[config.mk]
export PLATFORM = sky130hd
export DESIGN_NAME = mio_bus_arbiter_flat
export DESIGN_NICKNAME = d
export VERILOG_FILES = /design/src/rtl/mio_bus_arbiter_if.sv /design/src/rtl/mio_bus_arbiter.sv /design/src/flat_wrapper.sv
export SDC_FILE = /design/constraint.sdc
export NUM_CORES = 1
export LEC_CHECK = 0
export CORE_MARGIN = 8
export CORE_UTILIZATION = 30
export DETAILED_ROUTE_END_ITERATION = 6
export SLEW_MARGIN = 20
export SYNTH_ARGS = -nofsm -noshare
export SYNTH_HDL_FRONTEND = slang
export SYNTH_SLANG_ARGS = --single-unit
[constraint.sdc]
create_clock -name clk -period 2.85 [get_ports clk]
set_input_delay 0.285 -clock clk [delete_from_list [all_inputs] [get_ports clk]]
set_output_delay 0.285 -clock clk [all_outputs]
set_load 0.03 [all_outputs]
[src/rtl/mio_bus_arbiter_if.sv]
// mio_bus_arbiter_if -- requester-side and MIO-side signals of the bus arbiter.
//   slave  : view taken by the arbiter
//   master : view taken by the requesters and the MIO bus model around it
interface mio_bus_arbiter_if #(
  parameter int N_M = 2,
  parameter int AW  = 32
);
  logic [N_M-1:0]    m_req;
  logic [N_M-1:0]    m_we;
  logic [N_M-1:0]    m_sgn;
  logic [2*N_M-1:0]  m_size;
  logic [AW*N_M-1:0] m_addr;
  logic [32*N_M-1:0] m_wdata;
  logic [N_M-1:0]    m_ack;
  logic              m_err;
  logic [31:0]       m_rdata;
  logic              breq_o;
  logic              mem_w;
  logic [AW-1:0]     Addr_out;
  logic [31:0]       data_out;
  logic [3:0]        byte_en;
  logic [31:0]       data_in;
  logic              MIO_ready;
  logic [2:0]        grant;

  modport slave (
    input  m_req, m_we, m_sgn, m_size, m_addr, m_wdata, data_in, MIO_ready,
    output m_ack, m_err, m_rdata, breq_o, mem_w, Addr_out, data_out, byte_en, grant
  );

  modport master (
    output m_req, m_we, m_sgn, m_size, m_addr, m_wdata, data_in, MIO_ready,
    input  m_ack, m_err, m_rdata, breq_o, mem_w, Addr_out, data_out, byte_en, grant
  );
endinterface

[src/rtl/mio_bus_arbiter.sv]
// mio_bus_arbiter -- round-robin front-end from N_M requesters onto the MIO bus.
// Byte/half/word lanes, sign/zero-extended reads, misalignment errors.
// Optional macro MIO_TIMEOUT_EN: when defined, a bus cycle that sees no
// MIO_ready for TIMEOUT+1 cycles is ended with m_err; when undefined the
// bus cycle waits for MIO_ready indefinitely and TIMEOUT is unused.
//
// state   | meaning
// --------+-----------------------------------------------------------
// ST_IDLE | no access in flight; pick a round-robin winner
// ST_BUS  | breq_o high, waiting for MIO_ready (or timeout)
// ST_RESP | one-cycle m_ack to the granted requester
module mio_bus_arbiter #(
  parameter int N_M     = 2,
  parameter int AW      = 32,
  parameter int TIMEOUT = 255
) (
  input  logic             clk,
  input  logic             reset,
  mio_bus_arbiter_if.slave bus
);

  typedef enum logic [1:0] {ST_IDLE, ST_BUS, ST_RESP} state_t;

  state_t r_state, w_state_nxt;

  logic [N_M-1:0] r_ack, w_ack_nxt;
  logic           r_err, w_err_nxt;
  logic [31:0]    r_rdata, w_rdata_nxt;
  logic           r_breq, w_breq_nxt;
  logic           r_mem_w, w_mem_w_nxt;
  logic [AW-1:0]  r_addr_out, w_addr_out_nxt;
  logic [31:0]    r_data_out, w_data_out_nxt;
  logic [3:0]     r_be, w_be_nxt;
  logic [2:0]     r_grant, w_grant_nxt;
  logic           r_we, w_we_nxt;
  logic           r_sgn, w_sgn_nxt;
  logic [1:0]     r_size, w_size_nxt;
  logic [1:0]     r_addr_lo, w_addr_lo_nxt;

`ifdef MIO_TIMEOUT_EN
  logic [15:0]    r_tmr, w_tmr_nxt;
`else
  logic           w_unused_timeout;
  assign w_unused_timeout = |16'(TIMEOUT);
`endif

  // Requester fields spread into fixed 8-entry tables so a 3-bit index works for any N_M
  logic [7:0]    w_req8, w_we8, w_sgn8;
  logic [1:0]    w_size_a  [8];
  logic [AW-1:0] w_addr_a  [8];
  logic [31:0]   w_wdata_a [8];

  // Unpack the flat per-requester buses
  always_comb begin
    w_req8 = '0;
    w_we8  = '0;
    w_sgn8 = '0;
    for (int i = 0; i < 8; i++) begin
      w_size_a[i]  = '0;
      w_addr_a[i]  = '0;
      w_wdata_a[i] = '0;
    end
    for (int i = 0; i < N_M; i++) begin
      w_req8[i]    = bus.m_req[i];
      w_we8[i]     = bus.m_we[i];
      w_sgn8[i]    = bus.m_sgn[i];
      w_size_a[i]  = bus.m_size[2*i +: 2];
      w_addr_a[i]  = bus.m_addr[AW*i +: AW];
      w_wdata_a[i] = bus.m_wdata[32*i +: 32];
    end
  end

  logic       w_any;
  logic [2:0] w_win;

  // Round-robin search starting one past the last grant, wrapping at N_M
  always_comb begin
    logic [3:0] idx;
    w_any = 1'b0;
    w_win = r_grant;
    idx   = '0;
    for (int i = 1; i <= N_M; i++) begin
      idx = {1'b0, r_grant} + 4'(i);
      if (idx >= 4'(N_M)) idx = idx - 4'(N_M);
      if (!w_any && w_req8[idx[2:0]]) begin
        w_any = 1'b1;
        w_win = idx[2:0];
      end
    end
  end

  logic [1:0]    w_win_size;
  logic [AW-1:0] w_win_addr;
  logic [31:0]   w_win_wdata;
  logic          w_win_mis;
  logic [3:0]    w_win_be;
  logic [31:0]   w_win_wd;

  assign w_win_size  = w_size_a[w_win];
  assign w_win_addr  = w_addr_a[w_win];
  assign w_win_wdata = w_wdata_a[w_win];

  // Lane enables, replicated write data and alignment check for the winner; size 3 acts as word
  always_comb begin
    w_win_mis = 1'b0;
    w_win_be  = 4'hF;
    w_win_wd  = w_win_wdata;
    case (w_win_size)
      2'd0: begin
        w_win_be = 4'b0001 << w_win_addr[1:0];
        w_win_wd = {4{w_win_wdata[7:0]}};
      end
      2'd1: begin
        w_win_mis = w_win_addr[0];
        w_win_be  = 4'b0011 << w_win_addr[1:0];
        w_win_wd  = {2{w_win_wdata[15:0]}};
      end
      default: begin
        w_win_mis = |w_win_addr[1:0];
      end
    endcase
  end

  logic [31:0] w_rd_shift, w_rd_ext;
  assign w_rd_shift = bus.data_in >> {r_addr_lo, 3'b000};

  // Pick the addressed lane out of the bus word and extend it
  always_comb begin
    case (r_size)
      2'd0:    w_rd_ext = r_sgn ? {{24{w_rd_shift[7]}}, w_rd_shift[7:0]}
                                : {24'h0, w_rd_shift[7:0]};
      2'd1:    w_rd_ext = r_sgn ? {{16{w_rd_shift[15]}}, w_rd_shift[15:0]}
                                : {16'h0, w_rd_shift[15:0]};
      default: w_rd_ext = bus.data_in;
    endcase
  end

  logic [7:0] w_ack_win8, w_ack_gnt8;
  assign w_ack_win8 = 8'd1 << w_win;
  assign w_ack_gnt8 = 8'd1 << r_grant;

  // Next state and next values of every registered output
  always_comb begin
    w_state_nxt    = r_state;
    w_ack_nxt      = '0;
    w_err_nxt      = 1'b0;
    w_rdata_nxt    = '0;
    w_breq_nxt     = r_breq;
    w_mem_w_nxt    = r_mem_w;
    w_addr_out_nxt = r_addr_out;
    w_data_out_nxt = r_data_out;
    w_be_nxt       = r_be;
    w_grant_nxt    = r_grant;
    w_we_nxt       = r_we;
    w_sgn_nxt      = r_sgn;
    w_size_nxt     = r_size;
    w_addr_lo_nxt  = r_addr_lo;
`ifdef MIO_TIMEOUT_EN
    w_tmr_nxt      = r_tmr;
`endif
    case (r_state)
      ST_IDLE: begin
        if (w_any) begin
          w_grant_nxt   = w_win;
          w_we_nxt      = w_we8[w_win];
          w_sgn_nxt     = w_sgn8[w_win];
          w_size_nxt    = w_win_size;
          w_addr_lo_nxt = w_win_addr[1:0];
          if (w_win_mis) begin
            w_state_nxt = ST_RESP;
            w_ack_nxt   = w_ack_win8[N_M-1:0];
            w_err_nxt   = 1'b1;
          end else begin
            w_state_nxt    = ST_BUS;
            w_breq_nxt     = 1'b1;
            w_mem_w_nxt    = w_we8[w_win];
            w_addr_out_nxt = {w_win_addr[AW-1:2], 2'b00};
            w_be_nxt       = w_win_be;
            w_data_out_nxt = w_we8[w_win] ? w_win_wd : 32'h0;
`ifdef MIO_TIMEOUT_EN
            w_tmr_nxt      = 16'(TIMEOUT);
`endif
          end
        end
      end
      ST_BUS: begin
        if (bus.MIO_ready) begin
          w_state_nxt = ST_RESP;
          w_breq_nxt  = 1'b0;
          w_mem_w_nxt = 1'b0;
          w_ack_nxt   = w_ack_gnt8[N_M-1:0];
          w_rdata_nxt = r_we ? 32'h0 : w_rd_ext;
        end
`ifdef MIO_TIMEOUT_EN
        else if (r_tmr == 16'd0) begin
          w_state_nxt = ST_RESP;
          w_breq_nxt  = 1'b0;
          w_mem_w_nxt = 1'b0;
          w_ack_nxt   = w_ack_gnt8[N_M-1:0];
          w_err_nxt   = 1'b1;
        end else begin
          w_tmr_nxt = r_tmr - 16'd1;
        end
`endif
      end
      ST_RESP: w_state_nxt = ST_IDLE;
      default: w_state_nxt = ST_IDLE;
    endcase
  end

  // State register
  always_ff @(posedge clk or negedge reset) begin
    if (!reset) r_state <= ST_IDLE;
    else        r_state <= w_state_nxt;
  end

  // Output and captured-field registers; grant pointer resets so requester 0 wins first
  always_ff @(posedge clk or negedge reset) begin
    if (!reset) begin
      r_ack      <= '0;
      r_err      <= 1'b0;
      r_rdata    <= '0;
      r_breq     <= 1'b0;
      r_mem_w    <= 1'b0;
      r_addr_out <= '0;
      r_data_out <= '0;
      r_be       <= '0;
      r_grant    <= 3'(N_M-1);
      r_we       <= 1'b0;
      r_sgn      <= 1'b0;
      r_size     <= '0;
      r_addr_lo  <= '0;
`ifdef MIO_TIMEOUT_EN
      r_tmr      <= '0;
`endif
    end else begin
      r_ack      <= w_ack_nxt;
      r_err      <= w_err_nxt;
      r_rdata    <= w_rdata_nxt;
      r_breq     <= w_breq_nxt;
      r_mem_w    <= w_mem_w_nxt;
      r_addr_out <= w_addr_out_nxt;
      r_data_out <= w_data_out_nxt;
      r_be       <= w_be_nxt;
      r_grant    <= w_grant_nxt;
      r_we       <= w_we_nxt;
      r_sgn      <= w_sgn_nxt;
      r_size     <= w_size_nxt;
      r_addr_lo  <= w_addr_lo_nxt;
`ifdef MIO_TIMEOUT_EN
      r_tmr      <= w_tmr_nxt;
`endif
    end
  end

  assign bus.m_ack    = r_ack;
  assign bus.m_err    = r_err;
  assign bus.m_rdata  = r_rdata;
  assign bus.breq_o   = r_breq;
  assign bus.mem_w    = r_mem_w;
  assign bus.Addr_out = r_addr_out;
  assign bus.data_out = r_data_out;
  assign bus.byte_en  = r_be;
  assign bus.grant    = r_grant;

endmodule

[src/flat_wrapper.sv]
// flat-port wrapper written by rule: the top's interface ports become plain ports
module mio_bus_arbiter_flat 
#(
  parameter int N_M     = 2,
  parameter int AW      = 32,
  parameter int TIMEOUT = 255
)
  (clk, reset, bus_m_req, bus_m_we, bus_m_sgn, bus_m_size, bus_m_addr, bus_m_wdata, bus_data_in, bus_MIO_ready, bus_m_ack, bus_m_err, bus_m_rdata, bus_breq_o, bus_mem_w, bus_Addr_out, bus_data_out, bus_byte_en, bus_grant);
  mio_bus_arbiter_if #(.N_M(N_M), .AW(AW)) bus_i ();
  input  logic clk;
  input  logic reset;
  input wire logic [$bits(bus_i.m_req)-1:0] bus_m_req;
  input wire logic [$bits(bus_i.m_we)-1:0] bus_m_we;
  input wire logic [$bits(bus_i.m_sgn)-1:0] bus_m_sgn;
  input wire logic [$bits(bus_i.m_size)-1:0] bus_m_size;
  input wire logic [$bits(bus_i.m_addr)-1:0] bus_m_addr;
  input wire logic [$bits(bus_i.m_wdata)-1:0] bus_m_wdata;
  input wire logic [$bits(bus_i.data_in)-1:0] bus_data_in;
  input wire logic [$bits(bus_i.MIO_ready)-1:0] bus_MIO_ready;
  output wire logic [$bits(bus_i.m_ack)-1:0] bus_m_ack;
  output wire logic [$bits(bus_i.m_err)-1:0] bus_m_err;
  output wire logic [$bits(bus_i.m_rdata)-1:0] bus_m_rdata;
  output wire logic [$bits(bus_i.breq_o)-1:0] bus_breq_o;
  output wire logic [$bits(bus_i.mem_w)-1:0] bus_mem_w;
  output wire logic [$bits(bus_i.Addr_out)-1:0] bus_Addr_out;
  output wire logic [$bits(bus_i.data_out)-1:0] bus_data_out;
  output wire logic [$bits(bus_i.byte_en)-1:0] bus_byte_en;
  output wire logic [$bits(bus_i.grant)-1:0] bus_grant;
  assign bus_i.m_req = bus_m_req;
  assign bus_i.m_we = bus_m_we;
  assign bus_i.m_sgn = bus_m_sgn;
  assign bus_i.m_size = bus_m_size;
  assign bus_i.m_addr = bus_m_addr;
  assign bus_i.m_wdata = bus_m_wdata;
  assign bus_i.data_in = bus_data_in;
  assign bus_i.MIO_ready = bus_MIO_ready;
  assign bus_m_ack = bus_i.m_ack;
  assign bus_m_err = bus_i.m_err;
  assign bus_m_rdata = bus_i.m_rdata;
  assign bus_breq_o = bus_i.breq_o;
  assign bus_mem_w = bus_i.mem_w;
  assign bus_Addr_out = bus_i.Addr_out;
  assign bus_data_out = bus_i.data_out;
  assign bus_byte_en = bus_i.byte_en;
  assign bus_grant = bus_i.grant;
  mio_bus_arbiter #(.N_M(N_M), .AW(AW), .TIMEOUT(TIMEOUT)) u_core (.clk(clk), .reset(reset), .bus(bus_i));
endmodule
==> metrics.cfg <==
[worst_setup_path]
end_kind=register
setup.worst_path.class=register to register
path_cells=ha_1 -> xnor2_1 -> o211a_1 -> buf_4 -> mux2i_1 -> o311ai_4 -> buf_12 -> buf_12 -> o31ai_1
critPathMostFrequentCell=buf_12
arrival_ps=3020
cp_slowest_stage_delay_ps=610
start_kind=register
cp_max_fo=26
timing.critical_path.required_ps=3150
critPathSlowestCell=dfstp_2

[routing]
wl_um=24590
route.vias.total=6065
drtPass1Iterations=4
viasPerCell=4.911
drc=0
drt_iter0_drc=308
post_drt_wl_per_cell_um=19.91
antenna_left=0

[final_layout]
layout-drive-gt1-share_pct=10.42
final_core_util_pct=49.55
layout_commonest_cell=clkdlybuf4s50_1
fin_nets=1126
mostFrequentLayoutCells=277 x clkdlybuf4s50_1, 112 x dfrtp_1, 111 x nand2_1, 73 x mux2i_1, 45 x o31ai_1
syn_to_final_growth_pct=63.32
n_antenna_cell=0

[global_route]
grt_pass1_vias=6461
grt_antenna_before_repair=0
grt_max_degree=47
grtUsageTotal_pct=18.75
grt-ovfl-total=0
grt_pass1_wl_um=37940

[synth]
syn_inst=658
synth-async-reset-ratio_pct=100.0
synth.distinct_cells=53
synth_area_per_cell_um2=9.631
ys_seq_elements=114
synthFlopType=dfrtp_1
synth_edf_count=0
ys_seq_area_share_pct=45.03
yosys_warnings=0
netlist_area_um2=6337
synth_top_area_share_pct=44.62
netlist_top_cells_area=dfrtp_1 45%, mux2i_1 12%, nand2_1 6.6%
synth_top_area_cell=dfrtp_1

[worst_hold_path]
min_path_type=input port to async pin

[power_and_ir_drop]
intPower_uw=6336
p_seq_share_pct=23.0
max-vdd-ir-drop_v=0.0004279
p_clk_share_pct=19.8
pwr_density_cell_nw_per_um2=1069
finalPower_uw=11070
switching_share_pct=42.75
p_switching_uw=4731
power.leakage_uw=0.004408
pwr-share-comb_pct=57.2

[timing]
worst_pin_slew_ps=640.2
finalHoldViolations=0
skew_ps=10.12
max-slew-margin-rel_pct=57.32
min_period_ps=2719
clock.fmax_mhz=367.7
setup_viol=0
maxSlewViolCount=0
finalCritPeriodShare_pct=95.41

[place]
gp_congestion=0.8741
hpwlAfterDp_um=19180
io_buffers=278

[floorplan]
die_h_um=161.3
core_area_um2=20890
die_area_um2=26030
fp-row-count=53
pin_count=281
initial_utilization_pct=30.34
die_x_um=161.3

[cts]
cts_tree=built
clock_path_buffers=2
clk_latency_ps=410
cts_buffers=17
h-tree-depth=4
clock_sinks=114
clk_pin_slew_ps=50
clockRootBuffer=clkbuf_16

[run_status]
outcome=finished clean

[run]
cap_violations=0

[sequential cells by signal, indices dropped and copies added, names as in the netlist]
name,flops
u_core.bus.data_out,32
u_core.bus.m_rdata,32
u_core.bus.Addr_out,30
u_core.bus.byte_en,4
u_core.bus.grant,3
u_core.bus.m_ack,2
u_core.r_addr_lo,2
u_core.r_size,2
u_core.r_state,2
u_core.bus.breq_o,1
u_core.bus.m_err,1
u_core.bus.mem_w,1
u_core.r_sgn,1
u_core.r_we,1
[power by group through the flow]
stage | combinational (uW) | sequential, uW | clock (uW)
6_report | 6330 | 2550 | 2190
5_1_grt | 6830 | 2620 | 2320
4_1_cts | 6360 | 2570 | 2240
3_5_place_dp | 6340 | 2580 | 0
3_3_place_gp | 6310 | 2570 | 0
2_1_floorplan | 2920 | 3450 | 0
[final cells by class]
cell class                 instances  area (um^2)
tap                              275        344.1
inverter                          23        92.59
clock inverter                     9        128.9
sequential                       114         2855
multi-input combinational        471         3236
fill                            1976        10540
timing repair buffer             320         3216
clock buffer                      23        478.0
[synth_stat cells, drive strengths merged, types with 3 or more instances]
library cell / n
nor2: 12
a211oi: 9
o31ai: 45
mux2i: 73
o211ai: 4
o311ai: 9
nor3: 6
nor2b: 10
a21oi: 35
nand3: 7
ha: 6
nor3b: 35
a31oi: 3
dfrtp: 113
xnor2: 5
buf: 19
inv: 22
o21ai: 46
clkbuf: 32
mux2: 11
a32o: 8
nand3b: 3
nand4: 4
a22oi: 7
nand2: 112
[final timing paths]
check | from | to | slack (ps) | cells past startpoint
worst max-delay path | u_core.bus.grant[0] | u_core.bus.Addr_out[20] | 130 | 9
worst min-delay path | reset | u_core.bus.m_rdata[15] | 410 | 2
worst max register to register | u_core.bus.grant[0] | u_core.bus.Addr_out[20] | 130 | 9
worst min register to register | u_core.bus.Addr_out[6] | u_core.bus.Addr_out[6] | 470 | 2
max in group asynchronous | reset | u_core.bus.grant[0] | 1590 | 3
min in group clk | bus_m_sgn[0] | u_core.r_sgn | 450 | 3
[cells by family after synthesis]
group / synth area share (%)
flops: 45.03
fa+ha+maj: 1.185
buf+inv: 5.114
mux: 13.54
other cells: 0.05917
compound gates: 19.07
xor+xnor: 0.8095
simple gates: 15.18
[metal layers]
metal | vias to the layer above | share of wire (%) | global-route usage (%)
met2 | 235 | 49 | 31.32
met5 | - | 0 | 0
met3 | 20 | 8.4 | 7.152
met4 | 0 | 1.2 | 4.630
met1 | 2858 | 42 | 22.33
li1 | 2952 | - | -
[critical path, delay by kind of cell, from the launching register on]
family / cells / cell delay (ps)
xor+xnor: 1 / 140
mux: 1 / 410
fa+ha+maj: 1 / 190
compound gates: 3 / 660
buf+inv: 3 / 590
flops: 1 / 610
[through the flow]
stage	TNS, ps	setup WS, ps	hold slack [ps]	cells	instance area, um^2
6_report	0	130.7	406.8	1235	10350
5_1_grt	-5.145	-5.145	445.9	1235	10350
4_1_cts	0	74.23	423.3	1231	10310
3_5_place_dp	-340.2	-68.84	297.5	1197	9684
3_3_place_gp	0	33.75	290.8	1197	9684
2_1_floorplan	0	17.21	-10.59	659	6405
[what timing repair did]
action                                  in CTS  in global routing
hold buffers                                 1                  0
cloned                                       0                  0
pin swaps                                    1                  2
setup buffers                                1                  4
resized for setup                            0                  5
hold endpoints to repair                    35                  0
endpoints found under the setup margin      11                 38
No activity file was read; power rests on OpenSTA's default activity.
